--- config.mk ---
export PLATFORM = sky130hd
export DESIGN_NAME = screen_compositor
export DESIGN_NICKNAME = d
export VERILOG_FILES = /design/src/rtl/screen_compositor_pkg.sv /design/src/rtl/screen_compositor_pipe_delay.sv /design/src/rtl/screen_compositor.sv
export SDC_FILE = /design/constraint.sdc
export NUM_CORES = 1
export LEC_CHECK = 0
export CAP_MARGIN = 20
export CORE_UTILIZATION = 47
export DETAILED_ROUTE_END_ITERATION = 6
export PLACE_DENSITY = 0.94
export SYNTH_ARGS = -nofsm -noshare
export SYNTH_HDL_FRONTEND = slang
export SYNTH_SLANG_ARGS = --single-unit
export TNS_END_PERCENT = 20
--- constraint.sdc ---
create_clock -name i_clk -period 2.5 [get_ports i_clk]
set_input_delay 0.375 -clock i_clk [delete_from_list [all_inputs] [get_ports i_clk]]
set_output_delay 0.375 -clock i_clk [all_outputs]
set_load 0.01 [all_outputs]
--- src/rtl/screen_compositor_pkg.sv ---
// Shared types, VGA timing constants and pixel-format helpers for the
// final compositing stage.
package screen_compositor_pkg;

  typedef enum logic [1:0] {
    SCR_TITLE = 2'd0,
    SCR_PLAY  = 2'd1,
    SCR_OVER  = 2'd2
  } scr_state_e;

  // 640x480 @ 60 Hz timing, shared with the sync generator
  localparam int H_ACTIVE = 640;
  localparam int H_FRONT  = 16;
  localparam int H_SYNC   = 96;
  localparam int H_BACK   = 48;
  localparam int H_TOTAL  = H_ACTIVE + H_FRONT + H_SYNC + H_BACK;
  localparam int V_ACTIVE = 480;
  localparam int V_FRONT  = 10;
  localparam int V_SYNC   = 2;
  localparam int V_BACK   = 33;
  localparam int V_TOTAL  = V_ACTIVE + V_FRONT + V_SYNC + V_BACK;

  // Expands each channel by replicating its MSBs into the new low bits.
  function automatic logic [11:0] rgb332_to_444(input logic [7:0] p);
    return {p[7:5], p[7], p[4:2], p[4], p[1:0], p[1:0]};
  endfunction

endpackage

--- src/rtl/screen_compositor_pipe_delay.sv ---
// Parameterised WIDTH x DEPTH shift register with a per-bit reset value;
// used to line timing and sprite flags up with the ROM pipeline.
module pipe_delay #(
  parameter int               WIDTH   = 1,
  parameter int               DEPTH   = 1,
  parameter logic [WIDTH-1:0] RST_VAL = '0
) (
  input  logic             i_clk,
  input  logic             i_rst,
  input  logic [WIDTH-1:0] d,
  output logic [WIDTH-1:0] q
);

  logic [WIDTH-1:0] stage [DEPTH];

  always_ff @(posedge i_clk) begin
    if (i_rst) begin
      // NOTE: every stage is reset, not just the tap, so the line drains idle
      // values (syncs high, flags low) while it refills after reset.
      for (int i = 0; i < DEPTH; i++) stage[i] <= RST_VAL;
    end else begin
      stage[0] <= d;
      for (int i = 1; i < DEPTH; i++) stage[i] <= stage[i-1];
    end
  end

  assign q = stage[DEPTH-1];

endmodule

--- src/rtl/screen_compositor.sv ---
// Final pixel stage: aligns sprite/ROM/timing, runs the TITLE/PLAY/OVER
// screen machine on frame boundaries and drives 12-bit RGB plus syncs.
module screen_compositor
  import screen_compositor_pkg::*;
#(
  parameter int          PIPE_DLY     = 2,
  parameter logic [7:0]  TRANSP       = 8'hE3,
  parameter logic [11:0] BG_RGB       = 12'hFFF,
  parameter logic [11:0] TILE_RGB     = 12'h000,
  parameter logic [11:0] OVER_BG_RGB  = 12'h400,
  parameter int          BLINK_FRAMES = 32
) (
  input  logic        i_clk,
  input  logic        i_rst,
  input  logic        aactive,
  input  logic        hsync_in,
  input  logic        vsync_in,
  input  logic        BSpriteOn,
  input  logic        GSpriteOn,
  input  logic [7:0]  dout,
  input  logic [7:0]  gout,
  input  logic        tile_on,
  input  logic        start_btn,
  input  logic        game_over,
  output logic [11:0] rgb,
  output logic        hsync_out,
  output logic        vsync_out,
  output logic [1:0]  scr_state
);

  localparam int CNT_W = (BLINK_FRAMES > 1) ? $clog2(BLINK_FRAMES) : 1;
  localparam logic [CNT_W-1:0] CNT_MAX = CNT_W'(BLINK_FRAMES - 1);

  logic [2:0] sync_d;
  logic [1:0] flag_d;
  logic       hs_al, vs_al, act_al, bspr_d, gspr_d;

  // {hsync, vsync, active} delayed to ROM-data time; syncs idle high
  pipe_delay #(.WIDTH(3), .DEPTH(PIPE_DLY), .RST_VAL(3'b110)) u_sync_dly (
    .i_clk (i_clk),
    .i_rst (i_rst),
    .d     ({hsync_in, vsync_in, aactive}),
    .q     (sync_d)
  );

  // Sprite flags already lead the ROM data by PIPE_DLY-1 cycles
  pipe_delay #(.WIDTH(2), .DEPTH(PIPE_DLY - 1), .RST_VAL(2'b00)) u_flag_dly (
    .i_clk (i_clk),
    .i_rst (i_rst),
    .d     ({BSpriteOn, GSpriteOn}),
    .q     (flag_d)
  );

  assign {hs_al, vs_al, act_al} = sync_d;
  assign {bspr_d, gspr_d}       = flag_d;

  logic vs_prev, start_prev;
  logic frame_tick, start_rise;

  assign frame_tick = vs_prev & ~vsync_in;
  assign start_rise = start_btn & ~start_prev;

  scr_state_e state, state_nxt;
  logic       pend, req;
  logic       enter_title;

  always_comb begin
    // NOTE: every output of this block gets a default first, so no path
    // through the case leaves a signal unassigned and no latch is inferred.
    req       = 1'b0;
    state_nxt = state;
    case (state)
      SCR_TITLE: begin
        req = start_rise;
        if (frame_tick && pend) state_nxt = SCR_PLAY;
      end
      SCR_PLAY: begin
        req = game_over;
        if (frame_tick && pend) state_nxt = SCR_OVER;
      end
      SCR_OVER: begin
        req = start_rise;
        if (frame_tick && pend) state_nxt = SCR_TITLE;
      end
      default: state_nxt = SCR_TITLE;
    endcase
  end

  assign enter_title = (state_nxt == SCR_TITLE) && (state != SCR_TITLE);

  always_ff @(posedge i_clk) begin
    if (i_rst) begin
      state      <= SCR_TITLE;
      pend       <= 1'b0;
      vs_prev    <= 1'b1;
      start_prev <= 1'b0;
    end else begin
      // NOTE: non-blocking assignments so every register here samples the
      // pre-edge values, independent of statement order.
      state      <= state_nxt;
      vs_prev    <= vsync_in;
      start_prev <= start_btn;
      // A transition consumes the request; otherwise requests accumulate,
      // so one arriving on the boundary cycle waits for the next boundary.
      if (state_nxt != state) pend <= 1'b0;
      else                    pend <= pend | req;
    end
  end

  logic [CNT_W-1:0] blink_cnt;
  logic             blink_vis;

  always_ff @(posedge i_clk) begin
    if (i_rst || enter_title) begin
      blink_cnt <= '0;
      blink_vis <= 1'b1;
    end else if (frame_tick) begin
      if (blink_cnt == CNT_MAX) begin
        blink_cnt <= '0;
        blink_vis <= ~blink_vis;
      end else begin
        blink_cnt <= blink_cnt + CNT_W'(1);
      end
    end
  end

  logic [11:0] rgb_nxt;

  always_comb begin
    rgb_nxt = '0;
    if (act_al) begin
      case (state)
        SCR_TITLE: rgb_nxt = (bspr_d && blink_vis && (dout != TRANSP))
                             ? rgb332_to_444(dout) : BG_RGB;
        SCR_PLAY:  rgb_nxt = tile_on ? TILE_RGB : BG_RGB;
        SCR_OVER:  rgb_nxt = (gspr_d && (gout != TRANSP))
                             ? rgb332_to_444(gout) : OVER_BG_RGB;
        default:   rgb_nxt = '0;
      endcase
    end
  end

  // Syncs take the same output register as rgb to stay pixel-aligned
  always_ff @(posedge i_clk) begin
    if (i_rst) begin
      rgb       <= '0;
      hsync_out <= 1'b1;
      vsync_out <= 1'b1;
    end else begin
      rgb       <= rgb_nxt;
      hsync_out <= hs_al;
      vsync_out <= vs_al;
    end
  end

  assign scr_state = state;

endmodule

==> out/metrics.yaml <==
logic_synthesis:
  synth_area_leaders: "dfxtp_1, or2_2, o2bb2ai_1"
  synth_common_cells: "dfxtp_1, or2_2"
  synth.most_common_cell: "dfxtp_1"
  syn_inst: 119
  yosys.area.top_type_share_pct: 46.9
  synth_seq_cells: 28
  synth_edf_count: 0
  syn_area_per_cell_um2: 10.0
  synth_nets: 147
  yosys.area.top_type: "dfxtp_1"
  synth_area_um2: 1190
  ys_types: 41
  ys.flop_type: "dfxtp_1"
  synth-async-reset-ratio_pct: 0
  ys_warn_count: 0
  yosysSeqAreaShare_pct: 46.9
global_route:
  antenna_found_initial: 0
  grt_pass1_wl_um: 4380
  track_usage_pct: 21.9
  grt_pass1_vias: 989
  grt_overflow: 0
  grt_max_degree: 17
clocking:
  htreeDepth: 1
  clkSlewWorstSetupHoldPaths_ps: 150
  clockBufferDepth: 2
  cts_tree: "done"
  clock_sinks: 28
  ctsResizeCount: 0
  cts_buffers: 3
  post_cts_buffers: 0
  holdBufCountCts: 0
  cts_root_buf: "clkbuf_4"
  clkLatencyLatePin_ps: 340
setup_path:
  crit_buf_inv: 1
  crit_path_start_kind: "flip-flop"
  cp.required_ps: 2120
  crit_chain: "clkdlybuf4s50_1"
  critPathKind: "flip-flop to primary output"
  cp-end-kind: "primary output"
  arrival_ps: 1660
  path_max_fanout: 16
  crit_path_max_incr_delay_ps: 680
  cp_top_family: "flip-flops"
  slowest_stage: "dfxtp_1"
layout:
  fin_nets: 184
  num_antenna_cells: 0
  area_growth_pct: 37.2
  fillers: 167
  drive_gt1_share_pct: 9.68
sta:
  maxSlewViolCount: 0
  rsz0062_at_grt: "no"
  tns_ps: 0
  maxSlewHeadroom_pct: 65.3
  fin_crit_ps: 2040
  setup_viol: 0
  timing.fmax_mhz: 491
  hold_viol: 0
  tightestPinTransition_ps: 520
  finClkSkew_ps: 3.47
  finalCritPeriodShare_pct: 81.4
route:
  viasPerCell: 5.88
  drcViolationCount: 0
  ant_nets: 0
  drt-total-wl_um: 2850
  drtIter0Drc: 29
  routedWlPerCell_um: 15.6
  vias: 1076
  first_pass_iters: 4
placement:
  port-buffer-count: 41
  hpwl_um: 2100
  gp_congestion: 0.834
floorplanning:
  io_pins: 42
  die_height_um: 52.4
  start_util_pct: 52.0
  dieArea_um2: 2750
  die_w_um: 52.4
  coreArea_um2: 2300
  rows: 17
pwr:
  peakVddDrop_uv: 327
  p_leak_nw: 0.599
  finalPower_mw: 0.892
  p_per_area_nw_per_um2: 544
job:
  maxCapViolCount: 0
worst_hold_path:
  min_path_type: "flip-flop to flip-flop"
run_status:
  status: "finished clean"
-- layer usage --
layer / global-route usage (%) / wire, um
met4: 11.8 / 90
met5: 0 / 0
met1: 25.0 / 1220
met3: 3.77 / 162
met2: 38.2 / 1380
-- layout by cell type, fill, tap and decap left out, drive strengths merged --
master / netlist / routed
a2111oi: 1 / 1
a211o: 1 / 1
a211oi: 5 / 5
a21oi: 5 / 5
a221oi: 3 / 3
a31oi: 1 / 1
and3: 1 / 1
and3b: 2 / 2
and4b: 1 / 1
buf: 6 / 1
bufinv: 0 / 1
clkbuf: 4 / 3
clkdlybuf4s50: 0 / 41
dfxtp: 28 / 28
ha: 2 / 2
inv: 2 / 2
mux2i: 2 / 2
nand2: 5 / 5
nand2b: 2 / 2
nand3: 2 / 2
nand3b: 4 / 4
nand4b: 1 / 1
nand4bb: 1 / 1
nor2: 5 / 5
nor2b: 5 / 5
nor3: 3 / 3
nor3b: 2 / 2
nor4bb: 1 / 1
o2111a: 1 / 1
o21a: 1 / 1
o21ai: 3 / 3
o2bb2ai: 4 / 4
o311ai: 1 / 1
or2: 6 / 6
or3: 3 / 3
or3b: 1 / 1
or4: 1 / 1
or4b: 1 / 1
xnor2: 2 / 2
-- cell families after synthesis --
group	after synthesis	synth area share [%]
AOI/OAI and AO/OA	26	16.8
xor gates and xnor gates	2	1.47
adders and majority gates	2	2.09
muxes	2	1.68
buffers and inverters	12	5.76
DFF	28	46.9
and+or+nand+nor	47	25.3
-- report_power, final --
part | internal [mW] | switching [mW]
clock network | 0.163 | 0.139
logic | 0.0700 | 0.0435
registers | 0.463 | 0.0140
total | 0.696 | 0.196
-- layout make-up --
class	instances	area, um2	share of cell area (%)
Clock buffer	3	22.5	1.37
Clock inverter	1	30.0	1.83
Sequential cell	28	561	34.2
Timing Repair Buffer	42	418	25.5
Inverter	2	7.51	0.458
Multi-Input combinational cell	79	566	34.5
Tap cell	28	35.0	2.14
-- state kept, by name, summed over array words and instances, names as in the netlist --
name and flops:
scr_state 2, start_prev 1, blink_vis 1, u_flag_dly.stage 2, pend 1, vsync_out 1
blink_cnt 5, rgb 8, hsync_out 1, u_sync_dly.stage 6
-- worst paths after layout --
check | endpoint | start | slack, ps | cells after the start
max | scr_state[1] | scr_state[1]$_SDFF_PP0_ | 460 | 1
min | vsync_out$_SDFF_PP1_ | u_sync_dly.stage[0][4]$_SDFF_PP1_ | 430 | 1
max reg2reg | blink_cnt[2]$_SDFFE_PP0N_ | blink_cnt[0]$_SDFFE_PP0N_ | 630 | 5
min reg2reg | vsync_out$_SDFF_PP1_ | u_sync_dly.stage[0][4]$_SDFF_PP1_ | 430 | 1
-- through the flow --
stage,worst slack [ps],util (%),hold WS (ps),instances,area [um2]
floorplan,788,-,389,119,1190
global placement,629,69.1,392,179,1590
detailed placement,566,69.1,393,179,1590
CTS,489,71.4,427,183,1640
global route,407,71.4,436,183,1640
finish,464,71.4,426,183,1640
Power figures use the tool's default switching activity.
